File: src/rtl/execute_mem_storedrain_pkg.sv
`default_nettype none
// ============================================================================
// Module   : execute_mem_storedrain_pkg
// Desc     : Shared types and constants for the store-buffer drain engine.
// Revision : 1.0 - initial release
// ============================================================================
package execute_mem_storedrain_pkg;

    typedef enum logic [1:0] {
        ST_IDLE  = 2'd0,
        ST_CWR   = 2'd1,
        ST_UADDR = 2'd2,
        ST_URESP = 2'd3
    } state_t;

    localparam logic [1:0] c_LSW_BYTE = 2'd0;
    localparam logic [1:0] c_LSW_HALF = 2'd1;
    localparam logic [1:0] c_LSW_WORD = 2'd2;

    localparam logic [1:0] c_BRESP_OKAY   = 2'b00;
    localparam logic [1:0] c_BRESP_EXOKAY = 2'b01;
    localparam logic [1:0] c_BRESP_SLVERR = 2'b10;
    localparam logic [1:0] c_BRESP_DECERR = 2'b11;

    localparam int c_SB_DEPTH = 6;

    function automatic logic [31:0] word_align(input logic [31:0] addr);
        return {addr[31:2], 2'b00};
    endfunction

endpackage
`default_nettype wire

File: src/rtl/execute_mem_storedrain_axiw.sv
`default_nettype none
// ============================================================================
// Module   : execute_mem_storedrain_axiw
// Desc     : Single-beat AXI4-Lite write: independent AW/W handshakes, then B.
// Revision : 1.0 - initial release
// ============================================================================
module execute_mem_storedrain_axiw
    import execute_mem_storedrain_pkg::*;
(
    input  logic        clk,
    input  logic        reset,
    input  logic        start,
    input  logic [31:0] req_addr,
    input  logic [2:0]  req_size,
    input  logic [31:0] req_data,
    input  logic [3:0]  req_strb,
    output logic        awvalid,
    output logic [31:0] awaddr,
    output logic [2:0]  awsize,
    input  logic        awready,
    output logic        wvalid,
    output logic [31:0] wdata,
    output logic [3:0]  wstrb,
    input  logic        wready,
    input  logic        bvalid,
    input  logic [1:0]  bresp,
    output logic        bready,
    output logic        addr_done,
    output logic        done,
    output logic        done_err
);

    logic        r_awvalid, r_wvalid, r_bready, r_addr_phase;
    logic [31:0] r_awaddr, r_wdata;
    logic [2:0]  r_awsize;
    logic [3:0]  r_wstrb;
    logic        w_aw_left, w_w_left;

    // A channel still owes a handshake if it is valid and not accepted this cycle.
    assign w_aw_left = r_awvalid && !awready;
    assign w_w_left  = r_wvalid && !wready;
    assign addr_done = r_addr_phase && !w_aw_left && !w_w_left;
    assign done      = r_bready && bvalid;
    assign done_err  = done && (bresp != c_BRESP_OKAY);

    always_ff @(posedge clk) begin
        if (reset) begin
            r_awvalid    <= 1'b0;
            r_wvalid     <= 1'b0;
            r_bready     <= 1'b0;
            r_addr_phase <= 1'b0;
            r_awaddr     <= '0;
            r_awsize     <= '0;
            r_wdata      <= '0;
            r_wstrb      <= '0;
        end else if (start) begin
            r_awvalid    <= 1'b1;
            r_wvalid     <= 1'b1;
            r_addr_phase <= 1'b1;
            r_awaddr     <= req_addr;
            r_awsize     <= req_size;
            r_wdata      <= req_data;
            r_wstrb      <= req_strb;
        end else begin
            r_awvalid <= w_aw_left;
            r_wvalid  <= w_w_left;
            if (addr_done) begin
                r_addr_phase <= 1'b0;
                r_bready     <= 1'b1;
            end
            if (done) begin
                r_bready <= 1'b0;
            end
        end
    end

    assign awvalid = r_awvalid;
    assign awaddr  = r_awaddr;
    assign awsize  = r_awsize;
    assign wvalid  = r_wvalid;
    assign wdata   = r_wdata;
    assign wstrb   = r_wstrb;
    assign bready  = r_bready;

endmodule
`default_nettype wire

File: src/rtl/execute_mem_storedrain.sv
`default_nettype none
// ============================================================================
// Module   : execute_mem_storedrain
// Desc     : Drains committed store-buffer head entries to D-cache or AXI4-Lite.
// Options  : STOREDRAIN_BUS_ERROR_EN adds a sticky bus_error output.
// Revision : 1.0 - initial release
// ============================================================================
module execute_mem_storedrain
    import execute_mem_storedrain_pkg::*;
#(
    parameter int PEND_W = 3
)(
    input  logic        clk,
    input  logic        reset,
    input  logic        flush,
    input  logic        commit_store,
    input  logic        sb_valid,
    input  logic [31:0] sb_addr,
    input  logic [3:0]  sb_strb,
    input  logic [1:0]  sb_lswidth,
    input  logic [31:0] sb_data,
    input  logic        sb_uncached,
    output logic        sb_pop,
    output logic        dc_wreq,
    output logic [31:0] dc_waddr,
    output logic [3:0]  dc_wstrb,
    output logic [31:0] dc_wdata,
    input  logic        dc_wready,
    output logic        awvalid,
    output logic [31:0] awaddr,
    output logic [2:0]  awsize,
    input  logic        awready,
    output logic        wvalid,
    output logic [31:0] wdata,
    output logic [3:0]  wstrb,
    input  logic        wready,
    input  logic        bvalid,
    input  logic [1:0]  bresp,
    output logic        bready,
`ifdef STOREDRAIN_BUS_ERROR_EN
    output logic        bus_error,
`endif
    output logic        busy
);

    state_t            r_state, w_state_next;
    logic [PEND_W-1:0] r_pending;
    logic              r_sb_pop, r_dc_wreq, r_flushed;
    logic [31:0]       r_dc_waddr, r_dc_wdata;
    logic [3:0]        r_dc_wstrb;
    logic              w_start, w_axi_start, w_dc_hs;
    logic              w_addr_done, w_axi_done, w_axi_err;
    logic [31:0]       w_awaddr_req;

    // A commit in the same cycle counts, so a cached write issues the cycle after commit.
    // The cycle sb_pop is high the head is stale, so no new request starts then.
    assign w_start     = (r_state == ST_IDLE) && !flush && !r_sb_pop && sb_valid &&
                         ((r_pending != '0) || commit_store);
    assign w_axi_start = w_start && sb_uncached;
    assign w_dc_hs     = r_dc_wreq && dc_wready;
    assign w_awaddr_req = (sb_lswidth == c_LSW_WORD) ? word_align(sb_addr) : sb_addr;

    always_ff @(posedge clk) begin
        if (reset || flush) begin
            r_pending <= '0;
        end else if (commit_store && !r_sb_pop) begin
            if (r_pending != PEND_W'(c_SB_DEPTH)) r_pending <= r_pending + PEND_W'(1);
        end else if (!commit_store && r_sb_pop) begin
            if (r_pending != '0) r_pending <= r_pending - PEND_W'(1);
        end
    end

    always_ff @(posedge clk) begin
        if (reset) r_state <= ST_IDLE;
        else       r_state <= w_state_next;
    end

    always_comb begin
        w_state_next = r_state;
        case (r_state)
            ST_IDLE:  if (w_start) w_state_next = sb_uncached ? ST_UADDR : ST_CWR;
            ST_CWR:   if (w_dc_hs || flush) w_state_next = ST_IDLE;
            ST_UADDR: if (w_addr_done) w_state_next = ST_URESP;
            ST_URESP: if (w_axi_done) w_state_next = ST_IDLE;
            default:  w_state_next = ST_IDLE;
        endcase
    end

    always_ff @(posedge clk) begin
        if (reset) begin
            r_sb_pop   <= 1'b0;
            r_dc_wreq  <= 1'b0;
            r_flushed  <= 1'b0;
            r_dc_waddr <= '0;
            r_dc_wstrb <= '0;
            r_dc_wdata <= '0;
        end else begin
            r_sb_pop <= 1'b0;
            if (w_start) begin
                r_flushed <= 1'b0;
                if (!sb_uncached) begin
                    r_dc_wreq  <= 1'b1;
                    r_dc_waddr <= word_align(sb_addr);
                    r_dc_wstrb <= sb_strb;
                    r_dc_wdata <= sb_data;
                end
            end
            if (r_state == ST_CWR) begin
                if (w_dc_hs) begin
                    r_dc_wreq <= 1'b0;
                    r_sb_pop  <= !flush;
                end else if (flush) begin
                    r_dc_wreq <= 1'b0;
                end
            end
            // A flushed AXI write still runs to completion but must not pop the new buffer.
            if ((r_state == ST_UADDR || r_state == ST_URESP) && flush) begin
                r_flushed <= 1'b1;
            end
            if (w_axi_done) begin
                r_sb_pop <= !r_flushed && !flush;
            end
        end
    end

    execute_mem_storedrain_axiw u_axiw (
        .clk       (clk),
        .reset     (reset),
        .start     (w_axi_start),
        .req_addr  (w_awaddr_req),
        .req_size  ({1'b0, sb_lswidth}),
        .req_data  (sb_data),
        .req_strb  (sb_strb),
        .awvalid   (awvalid),
        .awaddr    (awaddr),
        .awsize    (awsize),
        .awready   (awready),
        .wvalid    (wvalid),
        .wdata     (wdata),
        .wstrb     (wstrb),
        .wready    (wready),
        .bvalid    (bvalid),
        .bresp     (bresp),
        .bready    (bready),
        .addr_done (w_addr_done),
        .done      (w_axi_done),
        .done_err  (w_axi_err)
    );

`ifdef STOREDRAIN_BUS_ERROR_EN
    logic r_bus_error;
    always_ff @(posedge clk) begin
        if (reset)          r_bus_error <= 1'b0;
        else if (w_axi_err) r_bus_error <= 1'b1;
    end
    assign bus_error = r_bus_error;
`else
    logic w_unused_axi_err;
    assign w_unused_axi_err = w_axi_err;
`endif

    assign sb_pop   = r_sb_pop;
    assign dc_wreq  = r_dc_wreq;
    assign dc_waddr = r_dc_waddr;
    assign dc_wstrb = r_dc_wstrb;
    assign dc_wdata = r_dc_wdata;
    assign busy     = (r_state != ST_IDLE) || (r_pending != '0);

endmodule
`default_nettype wire

File: config.mk
export PLATFORM = sky130hd
export DESIGN_NAME = execute_mem_storedrain
export DESIGN_NICKNAME = d
export VERILOG_FILES = /design/src/rtl/execute_mem_storedrain_pkg.sv /design/src/rtl/execute_mem_storedrain_axiw.sv /design/src/rtl/execute_mem_storedrain.sv
export SDC_FILE = /design/constraint.sdc
export NUM_CORES = 1
export LEC_CHECK = 0
export CORE_ASPECT_RATIO = 1.2
export CORE_MARGIN = 4
export CORE_UTILIZATION = 30
export DETAILED_ROUTE_END_ITERATION = 10
export SLEW_MARGIN = 20
export SYNTH_ARGS = -nofsm -noshare
export SYNTH_HDL_FRONTEND = slang
export SYNTH_HIERARCHICAL = 1
export SYNTH_SLANG_ARGS = --single-unit
File: constraint.sdc
create_clock -name clk -period 2.8 [get_ports clk]
set_input_delay 0.28 -clock clk [delete_from_list [all_inputs] [get_ports clk]]
set_output_delay 0.28 -clock clk [all_outputs]
set_load 0.05 [all_outputs]
==> impl_metrics.csv, run 1 <==
group,metric,value,unit
outcome,status,"finished clean",
floorplan,die_x,139,um
sta,post-route-period-util,78.7,%
floorplan,die-area,23000,um^2
critical_path,cp-end-kind,"output port",
power,swShare,25.7,%
cts,cts_buffers,17,
cells_and_area,final_nets,892,
cts,htree_levels,4,
critical_path,rr_worst_depth,6,
critical_path,cp_data_required_time,2.52,ns
power,clockPowerShare,44.9,%
global_route,grt_pass1_vias,4795,
detailed_routing,vias,4760,
sta,setup_tns,0,ns
critical_path,r2r_end,"u_axiw/awaddr[3]",
place,place_congestion,0.715,
power,p_leak,3.19,nW
global_route,antenna_found_initial,0,
critical_path,r2r_setup_slack,0.79,ns
cts,cts.repair.resized,0,
cts,clock_latency,0.42,ns
critical_path,cp.arrival,1.92,ns
detailed_routing,wire_per_inst,14.8,um
global_route,overflow,0,
detailed_routing,remaining_drc_errors,0,
power,pwr-share-comb,13.0,%
synth,netlist_area,6190,um^2
cts,clkSlewWorstSetupHoldPaths,0.07,ns
floorplan,io_pins,227,
cells_and_area,antenna_cells,0,
place,placed_area,8610,um^2
cts,post_cts.repair.setup_buffers,0,
sta,hold_viol,0,
hold_path,whs_path_depth,2,
floorplan,fp.dieH,165,um
cells_and_area,n_fill_cell,1965,
floorplan,std_cell_rows,57,
cts,cts.path.max_buffers,2,
critical_path,crit_chain,"nor3_1 -> nand2_1 -> clkdlybuf4s50_1",
cells_and_area,final_cell_mix,"221 x clkdlybuf4s50_1, 149 x dfxtp_1, 137 x nand2b_1, 137 x mux2i_1, 77 x nor2_1",
critical_path,cp_top_family,"buffers and inverters",
sta,slew_violations,0,
critical_path,cp_slowest_cell,"clkdlybuf4s50_1",
cells_and_area,design_area,9210,um^2
global_route,grt_pass1_wl,25900,um
detailed_routing,vias_per_cell,4.39,
critical_path,path_class,"flip-flop to output port",
cts,cts_hold_buf,0,
cts,cts-root-buf,"clkbuf_16",
detailed_routing,ant_nets,0,
sta,fmax,0.454,GHz
detailed_routing,drtIter0Drc,133,
flow_run,drv_cap,0,
sta,setup_viol,0,
power,peakVddDrop,0.000391,V
place,numPortBuffers,222,
place,hpwl,11200,um
synth,ys_warn_count,6,
global_route,grt_max_degree,78,
power,power_density,569,nW/um^2
power,power_frac_seq,42.1,%
synth,postSynthAreaPerCell,10.3,um^2
floorplan,core_area,20300,um^2
power,intPower,3.89,mW
global_route,track_usage,14.0,%
critical_path,cpPeakStageDelay,0.80,ns
hold_path,hp-class,"input port to flip-flop",
detailed_routing,wl,16000,um
power,finalPower,5.24,mW
critical_path,r2r-start,"sb_pop",
power,switchingPower,1.35,mW
hold_path,hp-start,"reset",
cts,cts_sinks,149,
sta,slew_headroom,58.5,%
sta,min_period,2.20,ns
critical_path,cp_max_fo,9,
sta,skew,0.0133,ns
cells_and_area,syn_to_final_growth,48.8,%
detailed_routing,dr.pass1.iters,4,
sta,worst_pin_slew,0.620,ns
critical_path,cp_num_buf_inv,1,
critical_path,startpoint_type,"flip-flop",
cells_and_area,drive_gt1_share,5.24,%
cts,cts_tree,"done",
hold_path,min_to,"u_axiw/awaddr[27]",
sta,rsz0062_at_grt,"false",
synth,synthCells,601,
cells_and_area,layout_commonest_cell,"clkdlybuf4s50_1",
floorplan,initial_core_util,30.6,%
## sequential cells by signal (all words and copies together) (netlist names)
register / flops
u_axiw/awvalid: 1
dc_wstrb: 4
u_axiw/awaddr: 32
dc_wdata: 32
r_pending: 3
sb_pop: 1
u_axiw/bready: 1
u_axiw/awsize: 3
u_axiw/wvalid: 1
u_axiw/wstrb: 4
u_axiw/r_addr_phase: 1
r_flushed: 1
u_axiw/wdata: 32
r_state: 2
dc_waddr: 30
dc_wreq: 1
## area by class of cell
| cell class | count | area, um^2 | area share, % |
|---|---|---|---|
| Clock buffer | 18 | 429 | 4.66 |
| Clock inverter | 13 | 171 | 1.86 |
| Inverter | 5 | 18.8 | 0.204 |
| Multi-Input combinational cell | 407 | 2930 | 31.9 |
| Sequential cell | 149 | 2980 | 32.4 |
| Tap cell | 265 | 332 | 3.60 |
| Timing Repair Buffer | 228 | 2340 | 25.4 |
## worst max-delay path by stage
| stage | end | depth (start not counted) | startpoint |
|---|---|---|---|
| CTS | busy | 3 | r_pending[0] |
| global placement | u_axiw/wdata[29] | 7 | flush |
| floorplan | r_pending[2] | 8 | sb_pop |
| global route | busy | 3 | r_pending[2] |
| finish | busy | 3 | r_pending[0] |
| detailed placement | u_axiw/awaddr[3] | 7 | flush |
## routing by layer
layer	GRT usage [%]	wire, um	vias to the layer above
met5	0	0	-
met3	6.11	1370	20
met2	22.1	7370	149
met4	5.65	310	0
met1	16.9	7000	2186
li1	-	-	2405
## per-stage QoR
| step | hold slack [ns] | instances | utilization, % | setup slack, ns |
|---|---|---|---|---|
| after floorplan | 0.427 | 603 | - | 0.713 |
| after global placement | 0.458 | 1054 | 42.5 | 0.299 |
| after detailed placement | 0.461 | 1054 | 42.5 | 0.298 |
| after CTS | 0.348 | 1085 | 45.5 | 0.543 |
| after global routing | 0.367 | 1085 | 45.5 | 0.472 |
| final | 0.359 | 1085 | 45.5 | 0.596 |
## power by group through the flow
stage | Combinational [mW] | Clock (mW) | Sequential [mW]
after floorplan | 0.239 | 0 | 2.42
after detailed placement | 0.690 | 0 | 2.25
after CTS | 0.692 | 2.45 | 2.20
after global placement | 0.689 | 0 | 2.25
final | 0.682 | 2.35 | 2.20
after global routing | 0.728 | 2.52 | 2.21
Note: power is estimated with default switching activity, not from simulation.
==> run 2, diff against run 1 <==
clock period = 2.2 ns   (was 2.8 ns; I/O delays follow)
==> run 2 against run 1 <==
Against the previous run:
- design area increased by 2.0%
- clock skew decreased by 0.0060 ns
- via count decreased by 0.11%
- first-iteration DRC count increased by 26%
- setup slack got worse by 0.27 ns
- utilization increased by 0.90 points
- sequential power increased by 28%
- register-to-register slack got worse by 0.44 ns
- sequential share of layout area decreased by 0.63 points
- critical path type unchanged
- critical endpoint is now bready
==> impl_metrics.csv, run 2 (same netlist as run 1, synthesis figures left out) <==
group,metric,value,unit
cts,clkSlewWorstSetupHoldPaths,0.06,ns
critical_path,startpoint_type,"flip-flop",
hold_path,hp-start,"reset",
cts,cts.path.max_buffers,2,
global_route,overflow,0,
critical_path,cp_data_required_time,1.98,ns
hold_path,whs_path_depth,3,
power,finalPower,6.69,mW
global_route,grt_pass1_vias,4887,
critical_path,cp_max_fo,3,
sta,rsz0062_at_grt,"false",
global_route,grt_pass1_wl,25600,um
sta,post-route-period-util,85.0,%
critical_path,r2r_end,"u_axiw/bready",
detailed_routing,ant_nets,0,
cts,post_cts.repair.setup_buffers,0,
floorplan,core_area,20300,um^2
critical_path,crit_chain,"clkdlybuf4s50_1",
floorplan,std_cell_rows,57,
cells_and_area,syn_to_final_growth,51.7,%
detailed_routing,drtIter0Drc,167,
power,peakVddDrop,0.000466,V
cts,clock_latency,0.41,ns
place,hpwl,11500,um
critical_path,cp-end-kind,"output port",
place,dp.cells,1071,
cells_and_area,drive_gt1_share,7.18,%
cts,cts-root-buf,"clkbuf_16",
cells_and_area,n_fill_cell,1940,
detailed_routing,wire_per_inst,14.5,um
global_route,track_usage,13.8,%
cts,cts_buffers,17,
hold_path,hp-class,"input port to flip-flop",
sta,setup_tns,0,ns
hold_path,min_to,"r_pending[0]",
critical_path,cpPeakStageDelay,0.86,ns
outcome,status,"finished clean",
sta,worst_pin_slew,0.622,ns
critical_path,r2r-start,"r_pending[2]",
detailed_routing,vias_per_cell,4.32,
place,numPortBuffers,222,
floorplan,die_x,139,um
cells_and_area,final_nets,909,
critical_path,rr_worst_depth,7,
cells_and_area,layout_commonest_cell,"clkdlybuf4s50_1",
cells_and_area,stdcell_count,1101,
sta,slew_violations,0,
sta,fmax,0.535,GHz
detailed_routing,remaining_drc_errors,0,
place,place_congestion,0.696,
critical_path,cp_slowest_cell,"clkdlybuf4s50_1",
sta,min_period,1.87,ns
critical_path,cp_num_buf_inv,1,
cells_and_area,antenna_cells,0,
sta,slew_headroom,58.4,%
cts,htree_levels,4,
power,power_density,712,nW/um^2
sta,setup_viol,0,
cells_and_area,multi_input_area,2930,um^2
cells_and_area,register_area,2980,um^2
sta,holdWs,0.236,ns
critical_path,r2r_setup_slack,0.35,ns
critical_path,cp.arrival,1.65,ns
floorplan,fp.dieH,165,um
critical_path,path_class,"flip-flop to output port",
detailed_routing,vias,4755,
detailed_routing,dr.pass1.iters,4,
cts,cts_sinks,149,
cells_and_area,final_cell_mix,"220 x clkdlybuf4s50_1, 149 x dfxtp_1, 137 x nand2b_1, 137 x mux2i_1, 77 x nor2_1",
sta,skew,0.00727,ns
power,p_leak,3.32,nW
floorplan,die-area,23000,um^2
global_route,grt_max_degree,116,
floorplan,initial_core_util,30.6,%
detailed_routing,wl,16000,um
critical_path,cp_top_family,"buffers and inverters",
sta,hold_viol,0,
flow_run,drv_cap,0,
global_route,antenna_found_initial,0,
cts,cts_tree,"done",
floorplan,io_pins,227,
-- run 2: changes by cell type in the layout (fill, tap and decap cells not counted), sizes merged --
cell | previous run | this run
buf | 7 | 24
clkinv | 1 | 3
clkinvlp | 4 | 2
inv | 10 | 8
clkbuf | 18 | 19
clkdlybuf4s50 | 221 | 220
dlymetal6s2s | 0 | 1
-- run 2: power breakdown --
group          internal, mW  switching (mW)
Clock                  1.84            1.15
Combinational         0.407           0.485
Sequential             2.77          0.0388
Total                  5.02            1.67
-- run 2: area by class of cell --
type                            count  area share, %
Clock buffer                       19           4.82
Clock inverter                     11           1.60
Inverter                            5          0.200
Multi-Input combinational cell    407           31.2
Sequential cell                   149           31.8
Tap cell                          265           3.53
Timing Repair Buffer              245           26.8
-- run 2: how the worst max path moves through the flow --
stage	start	end	slack [ns]	cells past startpoint
floorplan	sb_pop	r_pending[2]	0.11	8
global placement	flush	dc_wdata[5]	0.04	7
detailed placement	flush	dc_wstrb[3]	-0.008	7
CTS	r_pending[0]	busy	0.001	3
global route	r_pending[2]	u_axiw/bready	0.09	7
finish	u_axiw/bready	bready	0.33	1
-- run 2: metal layers --
| metal | part of all wire, % | GRT usage (%) | up-vias |
|---|---|---|---|
| li1 | - | - | 2423 |
| met1 | 44 | 16.5 | 2164 |
| met2 | 46 | 21.9 | 151 |
| met3 | 8.6 | 5.96 | 17 |
| met4 | 2.0 | 5.38 | 0 |
| met5 | 0 | 0 | - |
-- run 2: repair_timing --
| action | in CTS | in global routing |
|---|---|---|
| gates resized for setup | 0 | 1 |
| hold buffers | 0 | 0 |
| setup endpoints to repair | 0 | 1 |
-- run 2: per-stage QoR --
stage	util (%)	area [um^2]	setup WS, ns
finish	46.4	9390	0.331
global route	46.4	9390	0.0922
CTS	46.3	9390	0.00123
detailed placement	43.4	8780	-0.00844
global placement	43.4	8780	0.0436
floorplan	-	6200	0.113
==> run 3, diff against run 2 <==
clock period = 1.7 ns   (was 2.2 ns; I/O delays follow)
==> run 3 against run 2 <==
Against the previous run:
- the flow now finishes with violations (setup timing)
- clock skew increased by 0.0038 ns
- largest cell class is now multi-input gates
- register-to-register slack got worse by 0.47 ns
- sequential cell count unchanged
- critical path depth increased by 5
- global-route usage increased by 0.88 points
- utilization increased by 1.5 points
- via count increased by 3.6%
- design area increased by 3.3%
- routed wire length increased by 11%
- clock-buffer cell count unchanged
==> impl_metrics.csv, run 3 (same netlist as run 1, synthesis figures left out) <==
group,metric,value,unit
cells_and_area,register_area,2990,um^2
sta,worst_slack,-0.124,ns
critical_path,setup.worst_path.end,"dc_wdata[8]",
sta,slew_violations,0,
floorplan,core_area,20300,um^2
critical_path,cpPeakStageDelay,0.41,ns
cells_and_area,final_cell_mix,"148 x dfxtp_1, 137 x nand2b_1, 137 x mux2i_1",
critical_path,worst-path-stages,6,
detailed_routing,wire_per_inst,15.7,um
critical_path,cp_data_required_time,2.04,ns
detailed_routing,wl,17700,um
place,numPortBuffers,222,
critical_path,path_class,"flip-flop to flip-flop",
detailed_routing,remaining_drc_errors,0,
cells_and_area,final_nets,935,
global_route,overflow,0,
global_route,grt_pass1_vias,5003,
critical_path,cp_num_buf_inv,3,
power,power_density,890,nW/um^2
place,place_congestion,0.731,
cells_and_area,multi_input_area,3010,um^2
sta,skew,0.0111,ns
cts,cts-root-buf,"clkbuf_16",
detailed_routing,dr.pass1.iters,4,
cts,clock_latency,0.42,ns
sta,worst_pin_slew,0.519,ns
critical_path,cp.arrival,2.17,ns
flow_run,drv_cap,0,
cells_and_area,antenna_cells,0,
cts,cts.path.max_buffers,2,
floorplan,die_x,139,um
place,placed_area,8740,um^2
sta,fmax,0.548,GHz
critical_path,cp-end-kind,"flip-flop",
global_route,grt_max_degree,54,
hold_path,hp-class,"input port to flip-flop",
power,peakVddDrop,0.000608,V
floorplan,die-area,23000,um^2
sta,hold_viol,0,
cells_and_area,fin_util,47.9,%
cells_and_area,n_fill_cell,1944,
cells_and_area,design_area,9700,um^2
critical_path,cp_max_fo,8,
sta,min_period,1.82,ns
detailed_routing,drtIter0Drc,132,
critical_path,cp_slowest_cell,"or3b_4",
critical_path,startpoint_type,"flip-flop",
sta,setup_viol,133,
critical_path,r2r-start,"sb_pop",
global_route,track_usage,14.6,%
critical_path,crit_chain,"or3b_4 -> nor4b_4 -> buf_4 -> clkbuf_16 -> buf_12 -> mux2i_1",
critical_path,r2r_end,"dc_wdata[8]",
detailed_routing,vias,4928,
power,finalPower,8.63,mW
floorplan,fp.dieH,165,um
outcome,status,"finished, violations left",
cts,htree_levels,4,
cells_and_area,drive_gt1_share,19.7,%
sta,setup_tns,-8.62,ns
detailed_routing,vias_per_cell,4.36,
global_route,grt_pass1_wl,27000,um
sta,rsz0062_at_grt,"true",
global_route,antenna_found_initial,0,
floorplan,initial_core_util,30.6,%
critical_path,crit_path_start,"sb_pop",
detailed_routing,ant_nets,0,
place,hpwl,11900,um
outcome,violations,"setup timing",
cts,cts_sinks,149,
critical_path,cp_top_family,"simple AND/OR/NAND/NOR gates",
floorplan,io_pins,227,
cts,cts_buffers,17,
floorplan,std_cell_rows,57,
cts,clkSlewWorstSetupHoldPaths,0.07,ns
power,p_leak,4.02,nW
critical_path,rr_worst_depth,6,
cells_and_area,syn_to_final_growth,56.7,%
critical_path,r2r_setup_slack,-0.12,ns
cts,cts_tree,"done",
sta,slew_headroom,65.5,%
sta,post-route-period-util,107,%
hold_path,whs_path_depth,2,
cells_and_area,layout_commonest_cell,"dfxtp_1",
==> run 3: cell count changes in the layout (fill, tap and decap cells not counted), moves of 3 or more <==
cell             change
buf_12               +4
buf_16               +5
buf_4               +68
buf_6                +7
clkbuf_16            +7
clkdlybuf4s50_1    -142
dlygate4sd2_1       +76
inv_4                +3
nor2_1               -3
==> run 3: area by class of cell <==
cell class / instances / area share (%)
well taps: 265 / 3.42
inverters: 5 / 0.245
repair buffers: 271 / 28.5
flip-flops and latches: 149 / 30.8
clock buffers: 19 / 4.57
clock inverters: 13 / 1.46
multi-input cells: 407 / 31.0
==> run 3: metal layers <==
metal | share of wire, % | GRT usage (%)
met1 | 41 | 17.1
met2 | 51 | 25.3
met3 | 6.9 | 5.65
met4 | 0.91 | 3.87
met5 | 0 | 0
==> run 3: power breakdown <==
part           switching (mW)  total (mW)  internal [mW]
registers              0.0468        3.63           3.58
clock network            1.55        3.77           2.22
logic                   0.668        1.24          0.569
==> run 3: repair_timing <==
item	CTS	global route
buffers inserted	3	2
gates resized for setup	88	20
setup endpoints to repair	145	144
hold buffers	0	0
cloned	4	7
pin swaps	4	10
==> run 3: metrics by stage <==
step / cells / hold slack (ns) / worst slack [ns]
after global routing: 1129 / 0.142 / -0.167
after global placement: 1081 / 0.458 / -0.381
after floorplan: 603 / 0.317 / -0.0471
after detailed placement: 1081 / 0.463 / -0.391
final: 1129 / 0.126 / -0.124
after CTS: 1120 / 0.121 / -0.0981
==> run 3: worst min path at each step <==
stage                  from                end  slack, ns
6_report              reset  u_axiw/awaddr[20]       0.13
5_1_grt               reset  u_axiw/awaddr[17]       0.14
4_1_cts               reset  u_axiw/awaddr[21]       0.12
3_5_place_dp   dc_waddr[24]       dc_waddr[24]       0.46
3_3_place_gp   dc_waddr[30]       dc_waddr[30]       0.46
2_1_floorplan   sb_addr[14]  u_axiw/awaddr[14]       0.32
==> run 3: worst reg2reg max path: stages, from the launching register on <==
cell and delay, ns:
dfxtp_4 0.34, or3b_4 0.41, nor4b_4 0.31, buf_4 0.19, clkbuf_16 0.17, buf_12 0.14
mux2i_1 0.19
